<file path="src/rtl/turfio_aurora_link_watchdog.sv">
// Aurora link supervisor: watches channel_up_i and issues system and GT reset requests,
// escalating to a GT reset once repeated system resets fail to bring the link up.
`timescale 1ns/1ps
module turfio_aurora_link_watchdog #(
    parameter int unsigned TIMEOUT_CYCLES = 1000000,
    parameter int unsigned RST_HOLD       = 16,
    parameter int unsigned GT_HOLD        = 64,
    parameter int unsigned MAX_RETRY      = 3,
    parameter int unsigned DROP_FILTER    = 4
) (
    input  logic        user_clk_i,
    input  logic        gt_rst_sync,
    input  logic        enable_i,
    input  logic        channel_up_i,
    input  logic        force_reset_i,
    output logic        reset_req_o,
    output logic        gt_reset_req_o,
    output logic        link_ok_o,
    output logic [3:0]  retry_count_o,
    output logic [15:0] drop_count_o,
    output logic [1:0]  state_o
);

    localparam int TW  = $clog2(TIMEOUT_CYCLES + 1);
    localparam int FW  = $clog2(DROP_FILTER + 1);
    localparam int RHW = $clog2(RST_HOLD);
    localparam int GHW = $clog2(GT_HOLD + 1);

    if (RST_HOLD < 8) begin : g_chk_rst_hold
        $error("RST_HOLD must be at least 8");
    end
    if (MAX_RETRY < 1 || MAX_RETRY > 15) begin : g_chk_max_retry
        $error("MAX_RETRY must be in 1..15");
    end
    if (DROP_FILTER < 1) begin : g_chk_drop_filter
        $error("DROP_FILTER must be at least 1");
    end

    typedef enum logic [1:0] {
        ST_WAIT_UP = 2'd0,
        ST_UP      = 2'd1,
        ST_SYS_RST = 2'd2,
        ST_GT_RST  = 2'd3
    } state_t;

    state_t          state_q, state_d;
    logic [TW-1:0]   timer_q, timer_d;
    logic [FW-1:0]   filter_q, filter_d;
    logic [RHW-1:0]  rst_hold_q, rst_hold_d;
    logic [GHW-1:0]  gt_hold_q, gt_hold_d;
    logic [3:0]      retry_q, retry_d;
    logic [15:0]     drop_q, drop_d;
    logic            abort_q, abort_d;
    logic            reset_req_q, reset_req_d;
    logic            gt_reset_req_q, gt_reset_req_d;
    logic            link_ok_q, link_ok_d;
    logic            enter_sys;

    always_comb begin
        state_d    = state_q;
        timer_d    = timer_q;
        filter_d   = filter_q;
        rst_hold_d = rst_hold_q;
        gt_hold_d  = gt_hold_q;
        retry_d    = retry_q;
        drop_d     = drop_q;
        abort_d    = abort_q;
        enter_sys  = 1'b0;

        case (state_q)
            ST_WAIT_UP: begin
                if (!enable_i) begin
                    timer_d = '0;
                end else if (channel_up_i) begin
                    state_d  = ST_UP;
                    timer_d  = '0;
                    filter_d = '0;
                end else if (force_reset_i || timer_q == TW'(TIMEOUT_CYCLES - 1)) begin
                    enter_sys = 1'b1;
                end else begin
                    timer_d = timer_q + TW'(1);
                end
            end
            ST_UP: begin
                if (!enable_i) begin
                    state_d  = ST_WAIT_UP;
                    timer_d  = '0;
                    filter_d = '0;
                end else if (force_reset_i) begin
                    enter_sys = 1'b1;
                end else if (!channel_up_i && filter_q == FW'(DROP_FILTER - 1)) begin
                    enter_sys = 1'b1;
                    if (drop_q != 16'hFFFF) begin
                        drop_d = drop_q + 16'd1;
                    end
                end else begin
                    filter_d = channel_up_i ? '0 : filter_q + FW'(1);
                    // The stable timer parks at TIMEOUT_CYCLES so the retry clear fires once.
                    if (timer_q != TW'(TIMEOUT_CYCLES)) begin
                        timer_d = timer_q + TW'(1);
                        if (timer_q == TW'(TIMEOUT_CYCLES - 1)) begin
                            retry_d = '0;
                        end
                    end
                end
            end
            ST_SYS_RST: begin
                if (!enable_i) begin
                    abort_d = 1'b1;
                end
                rst_hold_d = rst_hold_q + RHW'(1);
                if (rst_hold_q == RHW'(RST_HOLD - 1)) begin
                    rst_hold_d = '0;
                    if (retry_q >= 4'(MAX_RETRY) && enable_i && !abort_q) begin
                        state_d   = ST_GT_RST;
                        gt_hold_d = '0;
                    end else begin
                        state_d = ST_WAIT_UP;
                        timer_d = '0;
                    end
                end
            end
            default: begin
                if (gt_hold_q != GHW'(GT_HOLD)) begin
                    gt_hold_d = gt_hold_q + GHW'(1);
                end
            end
        endcase

        if (enter_sys) begin
            state_d    = ST_SYS_RST;
            rst_hold_d = '0;
            abort_d    = 1'b0;
            filter_d   = '0;
            timer_d    = '0;
            if (retry_q != 4'hF) begin
                retry_d = retry_q + 4'd1;
            end
        end

        reset_req_d    = (state_d == ST_SYS_RST);
        gt_reset_req_d = (state_d == ST_GT_RST) && (gt_hold_d != GHW'(GT_HOLD));
        link_ok_d      = (state_d == ST_UP);
    end

    always_ff @(posedge user_clk_i or posedge gt_rst_sync) begin
        if (gt_rst_sync) begin
            state_q        <= ST_WAIT_UP;
            timer_q        <= '0;
            filter_q       <= '0;
            rst_hold_q     <= '0;
            gt_hold_q      <= '0;
            retry_q        <= '0;
            drop_q         <= '0;
            abort_q        <= 1'b0;
            reset_req_q    <= 1'b0;
            gt_reset_req_q <= 1'b0;
            link_ok_q      <= 1'b0;
        end else begin
            state_q        <= state_d;
            timer_q        <= timer_d;
            filter_q       <= filter_d;
            rst_hold_q     <= rst_hold_d;
            gt_hold_q      <= gt_hold_d;
            retry_q        <= retry_d;
            drop_q         <= drop_d;
            abort_q        <= abort_d;
            reset_req_q    <= reset_req_d;
            gt_reset_req_q <= gt_reset_req_d;
            link_ok_q      <= link_ok_d;
        end
    end

    assign reset_req_o    = reset_req_q;
    assign gt_reset_req_o = gt_reset_req_q;
    assign link_ok_o      = link_ok_q;
    assign retry_count_o  = retry_q;
    assign drop_count_o   = drop_q;
    assign state_o        = state_q;

endmodule

</file>
<file path="config.mk">
export PLATFORM = sky130hd
export DESIGN_NAME = turfio_aurora_link_watchdog
export DESIGN_NICKNAME = d
export VERILOG_FILES = /design/src/rtl/turfio_aurora_link_watchdog.sv
export SDC_FILE = /design/constraint.sdc
export NUM_CORES = 1
export LEC_CHECK = 0
export CAP_MARGIN = 40
export CORE_ASPECT_RATIO = 0.8
export CORE_MARGIN = 2
export CORE_UTILIZATION = 63
export DETAILED_ROUTE_END_ITERATION = 16
export PLACE_DENSITY = 0.86
export SYNTH_ARGS = -nofsm -noshare
export SYNTH_HDL_FRONTEND = slang
export SYNTH_SLANG_ARGS = --single-unit
</file>
<file path="constraint.sdc">
create_clock -name user_clk_i -period 3.8 [get_ports user_clk_i]
set_input_delay 0.38 -clock user_clk_i [delete_from_list [all_inputs] [get_ports user_clk_i]]
set_output_delay 0.38 -clock user_clk_i [all_outputs]
set_load 0.02 [all_outputs]
</file>
* After elaboration in Yosys (flattened, before gate mapping)
Cells that the tools add are included.
** Storage, ports and cells
- Register bits after elaboration :: 60
- Memories :: 0
- Input port bits :: 5
- Output and inout port bits :: 25
- Memory bits (writable) :: 0
- Memory bits (read-only) :: 0
- Bits in latches :: 0
- Logic and storage cells :: 108
** Cells by class
- Bitwise operators :: 1
- $add $sub $neg :: 6
- Divide/modulo/power cells :: 0
- Eq/ne operators :: 22
- $lt $le $gt $ge :: 1
- Shift-type cells :: 0
- Reduce and logical (&&, ||, !) cells :: 16
- Multipliers :: 0
- Muxes and demuxes :: 51
** Operator list (number)
- $mux 20 :: 10
- $pmux 20 s3 :: 1
- $mux 4 :: 11
- $mux 3 :: 7
- $mux 7 :: 3
- $add 20x1->20 const B :: 1
- $eq 20x20->1 const B :: 1
- $ne 20x20->1 const B :: 1
- $add 16x1->16 const B :: 1
- $ne 16x16->1 const B :: 1
- $ne 4x4->1 const B :: 4
- $ne 7x7->1 const B :: 2
- $pmux 7 s2 :: 1
- $mux 2 :: 6
- $ne 3x3->1 const B :: 4
- $reduce_and 5->1 :: 2
- $mux 1 :: 9
- $add 4x1->4 const B :: 2
- $add 7x1->7 const B :: 1
- $reduce_and 7->1 :: 1
- $eq 2x2->1 const B :: 3
- $pmux 2 s3 :: 1
- $pmux 3 s2 :: 1
- $ne 5x5->1 const B :: 1
- other kinds (17) :: 22

* Longest topological paths before layout
- Depth after elaboration :: 9
- Gate-level depth with buffers :: 10
- Gate-level depth less buffers :: 8

* Worst setup path before layout
No wires, ideal clock.
- Path type :: reg2reg
- Start point :: register state_q[0], in the netlist state_o[0]
- End point :: register filter_q[0]
- Path buffers :: 1
- Period minus slack after synthesis :: 2293 ps
- Cell stages (with the launch flop) :: 10
- Path slack :: 1507 ps
- Arrival time :: 2219 ps
- Cell sequence :: dfrtp_1 inv_1 ha_1 nor2b_1 nand3_1 o21ai_1 or2_1 buf_6 or4_4 o21ai_2
** On the way
- Word-level cells in the longest chain between the ends :: 4
- Elaborated cells between the ends (all ways) :: 11
** RTL lines
- from (decl) :: RTL line 46 : state_t state_q, state_d;
- from (signal assigned) :: RTL line 160 : state_q <= state_d;
- $eq 2x1->1 or $logic_not 2->1 (tied branches) :: RTL line 70 : case (state_q)
- $pmux 1 s2 :: RTL line 70
- $ne 4x4->1 (no line), or another cell as far along
- $reduce_and 5->1 (no line)
- to (signal assigned) :: RTL line 162 : filter_q <= filter_d;
- to (decl) :: RTL line 48 : logic [FW-1:0] filter_q, filter_d;
Parallel ways exist; a longest one is shown, timed or not.
A chain may end at the register's enable or synchronous reset.

* Worst setup path after layout
- Start point :: register state_q[0], in the netlist state_o[0]
- End point :: register timer_q[16]
** On the way
- Word-level cells in the longest chain between the ends :: 4
- Elaborated cells between the ends (all ways) :: 14
** RTL lines
- $eq 2x1->1 or $logic_not 2->1 (tied branches) :: RTL line 70
- $pmux 1 s2 :: RTL line 70
- $ne 5x5->1 (no line), or another cell as far along
- $reduce_and 7->1 (no line)
- to (signal assigned) :: RTL line 161 : timer_q <= timer_d;
- to (decl) :: RTL line 47 : logic [TW-1:0] timer_q, timer_d;
Parallel ways exist; a longest one is shown, timed or not.

==> metrics.csv <==
stage,metric,value,unit
routing,drt_iter0_drc,277,
clock_tree,cts_setup_buffers,0,
cells_and_area,final_cell_area,0.004031,mm^2
cells_and_area,layout.area.seq,0.001501,mm^2
clock_tree,path_clk_slew,70,ps
job,maxCapViolations,0,
sta,report.final.setup_viol,0,
floorplan,die_w,87.67,um
clock_tree,cts_buffers,9,
worst_setup_path,critPathBufInv,2,
clock_tree,htreeDepth,3,
sta,skew,8.448,ps
placement,port_buffers,29,
synthesis,syn_area_per_cell,9.212,um^2
placement,dpl_cell_area,0.003862,mm^2
synthesis,yosysTopAreaCellShare,42.55,%
worst_setup_path,cp_slowest_cell,nand2b_1,
grt,grt_max_degree,39,
cells_and_area,diodes,0,
grt,grt_pass1_vias,2916,
routing,dr.pass1.iters,5,
cells_and_area,area_growth,14.26,%
worst_setup_path,cp-end-kind,flip-flop,
clock_tree,clockBufferDepth,2,
synthesis,synthFlopType,dfrtp_1,
floorplan,initial_core_util,64.92,%
sta,slew_headroom,47.16,%
routing,remaining_drc_errors,0,
worst_setup_path,cp-start-kind,flip-flop,
routing,vias,3043,
power,p_per_area,564.6,mW/mm^2
sta,tns,0,ps
routing,ant_nets,0,
cells_and_area,final_layout_size_suffix_gt1_share,7.729,%
clock_tree,cts.sinks,60,
power,combPwrFrac,41.4,%
worst_setup_path,critical_path.top_delay_family,simple AND/OR/NAND/NOR gates,
clock_tree,cts_hold_buf,0,
clock_tree,clockRootBuffer,clkbuf_8,
worst_setup_path,rr_startpoint,state_o[0]$_DFF_PP0_,
grt,busiest_layer,met2,
sta,worstMarginPinSlew,787.2,ps
power,switching_power,941.9,uW
power,p_leak,1.722,nW
synthesis,synth_area_leaders,"dfrtp_1, a31oi_1, nand2_1, ha_1, xnor2_1",
power,finalPower,2.276,mW
worst_setup_path,critPathMaxStageDelay,650,ps
power,worst_ir_drop_vdd,0.6386,mV
grt,grt_use_total,27.98,%
status,status,"complete, no violations",
synthesis,synth_area,0.003528,mm^2
placement,dpl.hpwl,5.208,mm
floorplan,core,0.005435,mm^2
sta,finalWorstSetupSlack,912.5,ps
worst_setup_path,cp.arrival,3070,ps
synthesis,syn_nets,402,
placement,dp_worst_setup_slack,730.4,ps
grt,grt_pass1_wl,13.62,mm
floorplan,die_h,70.94,um
routing,viasPerCell,6.185,
synthesis,seq_area_frac_synth,42.55,%
grt,use_met1,39.86,%
sta,hold_viol,0,
power,power.share.switching,41.38,%
sta,layout_min_cycle_time,2887,ps
routing,wl,7.834,mm
sta,hold_slack,438.6,ps
worst_setup_path,cp-startpoint,state_o[0]$_DFF_PP0_,
worst_hold_path,hold_class,input pin to async pin,
clock_tree,clk_latency,350,ps
worst_setup_path,crit_chain,inv_1 > ha_1 > nor2b_1 > nand3_1 > o21ai_1 > nor4_2 > buf_4 > nand2b_1 > a31oi_1,
floorplan,num_io_pins,30,
synthesis,synth_common_cells,"dfrtp_1, nand2_1, a31oi_1, nor2_1, nand3_1",
synthesis,synth_cells,383,
sta,slew_violations,0,
synthesis,ys_seq_elements,60,
cells_and_area,fillers,393,
synthesis,synth-edff-count,0,
synthesis,async_reset_ff_share,100.0,%
power,p_seq_share,35.9,%
floorplan,rows,24,
worst_setup_path,crit_fanout,21,
grt,grt.met3_usage,8.635,%
worst_setup_path,required,3990,ps
synthesis,synth.distinct_cells,54,
clock_tree,tritoncts,yes,
synthesis,post-synth-top-count-cell,dfrtp_1,
placement,gp_congestion,0.9017,
sta,fmax,346.3,MHz
worst_setup_path,crit_type,flip-flop to flip-flop,
power,clkPwrFrac,22.7,%
grt,grt_overflow,0,
synthesis,yosysWarnings,0,
grt,gr-usage-met2,41.67,%
routing,wl_per_cell,15.92,um
floorplan,dieArea,0.006219,mm^2
cells_and_area,layout.nets,429,
sta,grt_setup_unrepaired,false,
synthesis,synth.largest_area_cell,dfrtp_1,
clock_tree,post_cts_resized,0,
power,p_int,1.334,mW
grt,antenna_found_initial,0,
cells_and_area,multi_input_area,0.001883,mm^2
sta,period_share,75.99,%
worst register-to-register path, stage by stage, from the launching register on:
cell	delay (ps)
dfrtp_1	450
inv_1	90
ha_1	270
nor2b_1	200
nand3_1	110
o21ai_1	190
nor4_2	280
buf_4	290
nand2b_1	650
a31oi_1	190
power groups by stage:
stage,sequential [mW],clock (mW),combinational [mW]
2_1_floorplan,0.858,0,0.636
3_3_place_gp,0.822,0,0.888
3_5_place_dp,0.825,0,0.922
4_1_cts,0.815,0.522,0.933
5_1_grt,0.829,0.553,1.03
6_report,0.817,0.518,0.941
final timing paths:
check | to | slack, ps | cells past startpoint
max in group asynchronous | timer_q[16]$_DFFE_PP0P_ | 2520 | 3
min in group user_clk_i | timer_q[18]$_DFFE_PP0P_ | 490 | 1
min reg2reg | timer_q[18]$_DFFE_PP0P_ | 490 | 1
min | drop_count_o[13]$_DFFE_PP0P_ | 440 | 2
max reg2reg | timer_q[16]$_DFFE_PP0P_ | 910 | 9
max | timer_q[16]$_DFFE_PP0P_ | 910 | 9
sequential cells by signal, summed over array words and instances, names as in the netlist:
register        count
reset_req_o         1
retry_count_o       4
link_ok_o           1
rst_hold_q          4
timer_q            20
drop_count_o       16
gt_hold_q           7
filter_q            3
abort_q             1
state_o             2
gt_reset_req_o      1
stage by stage:
stage | cells | utilization, %
6_report | 492 | 74.17
5_1_grt | 492 | 74.17
4_1_cts | 492 | 74.17
3_5_place_dp | 477 | 71.06
3_3_place_gp | 477 | 71.06
2_1_floorplan | 383 | -
cells by family after synthesis:
family | count (synthesis) | synth area share, %
DFF | 60 | 42.55
AOI/OAI and AO/OA | 92 | 17.16
muxes | 5 | 1.454
and+or+nand+nor | 156 | 23.90
xor gates and xnor gates | 22 | 5.461
adders and majority gates | 14 | 4.965
buffers and inverters | 34 | 4.503
placed cells by master (no fill, tap or decap), drive strengths merged, types with 4 or more instances in the layout:
master | synthesis | routed
nand2 | 49 | 49
nor3 | 5 | 5
dfrtp | 60 | 60
inv | 18 | 18
and4 | 5 | 5
nand4b | 4 | 4
nor2 | 21 | 21
a31oi | 37 | 37
clkdlybuf4s50 | 0 | 29
a21oi | 11 | 11
mux2i | 4 | 4
nand4 | 10 | 10
xnor2 | 16 | 16
ha | 14 | 14
nor2b | 4 | 4
and3 | 12 | 12
xor2 | 6 | 6
and2 | 5 | 5
nand2b | 9 | 9
o21ai | 20 | 20
clkbuf | 5 | 13
nand3 | 20 | 20
area by class of cell:
cell class	count	share of cell area (%)
clock inverter	2	0.2483
multi-input combinational	289	46.71
clock buffer	13	3.942
inverter	18	1.676
timing repair buffer	32	7.759
sequential	60	37.24
tap	78	2.421
routing by layer:
metal	up-vias	wire (um)
li1	1448	-
met1	1481	3667
met2	101	3594
met3	13	483
met4	0	89
met5	-	0
Note: power is estimated with default switching activity, not from simulation.
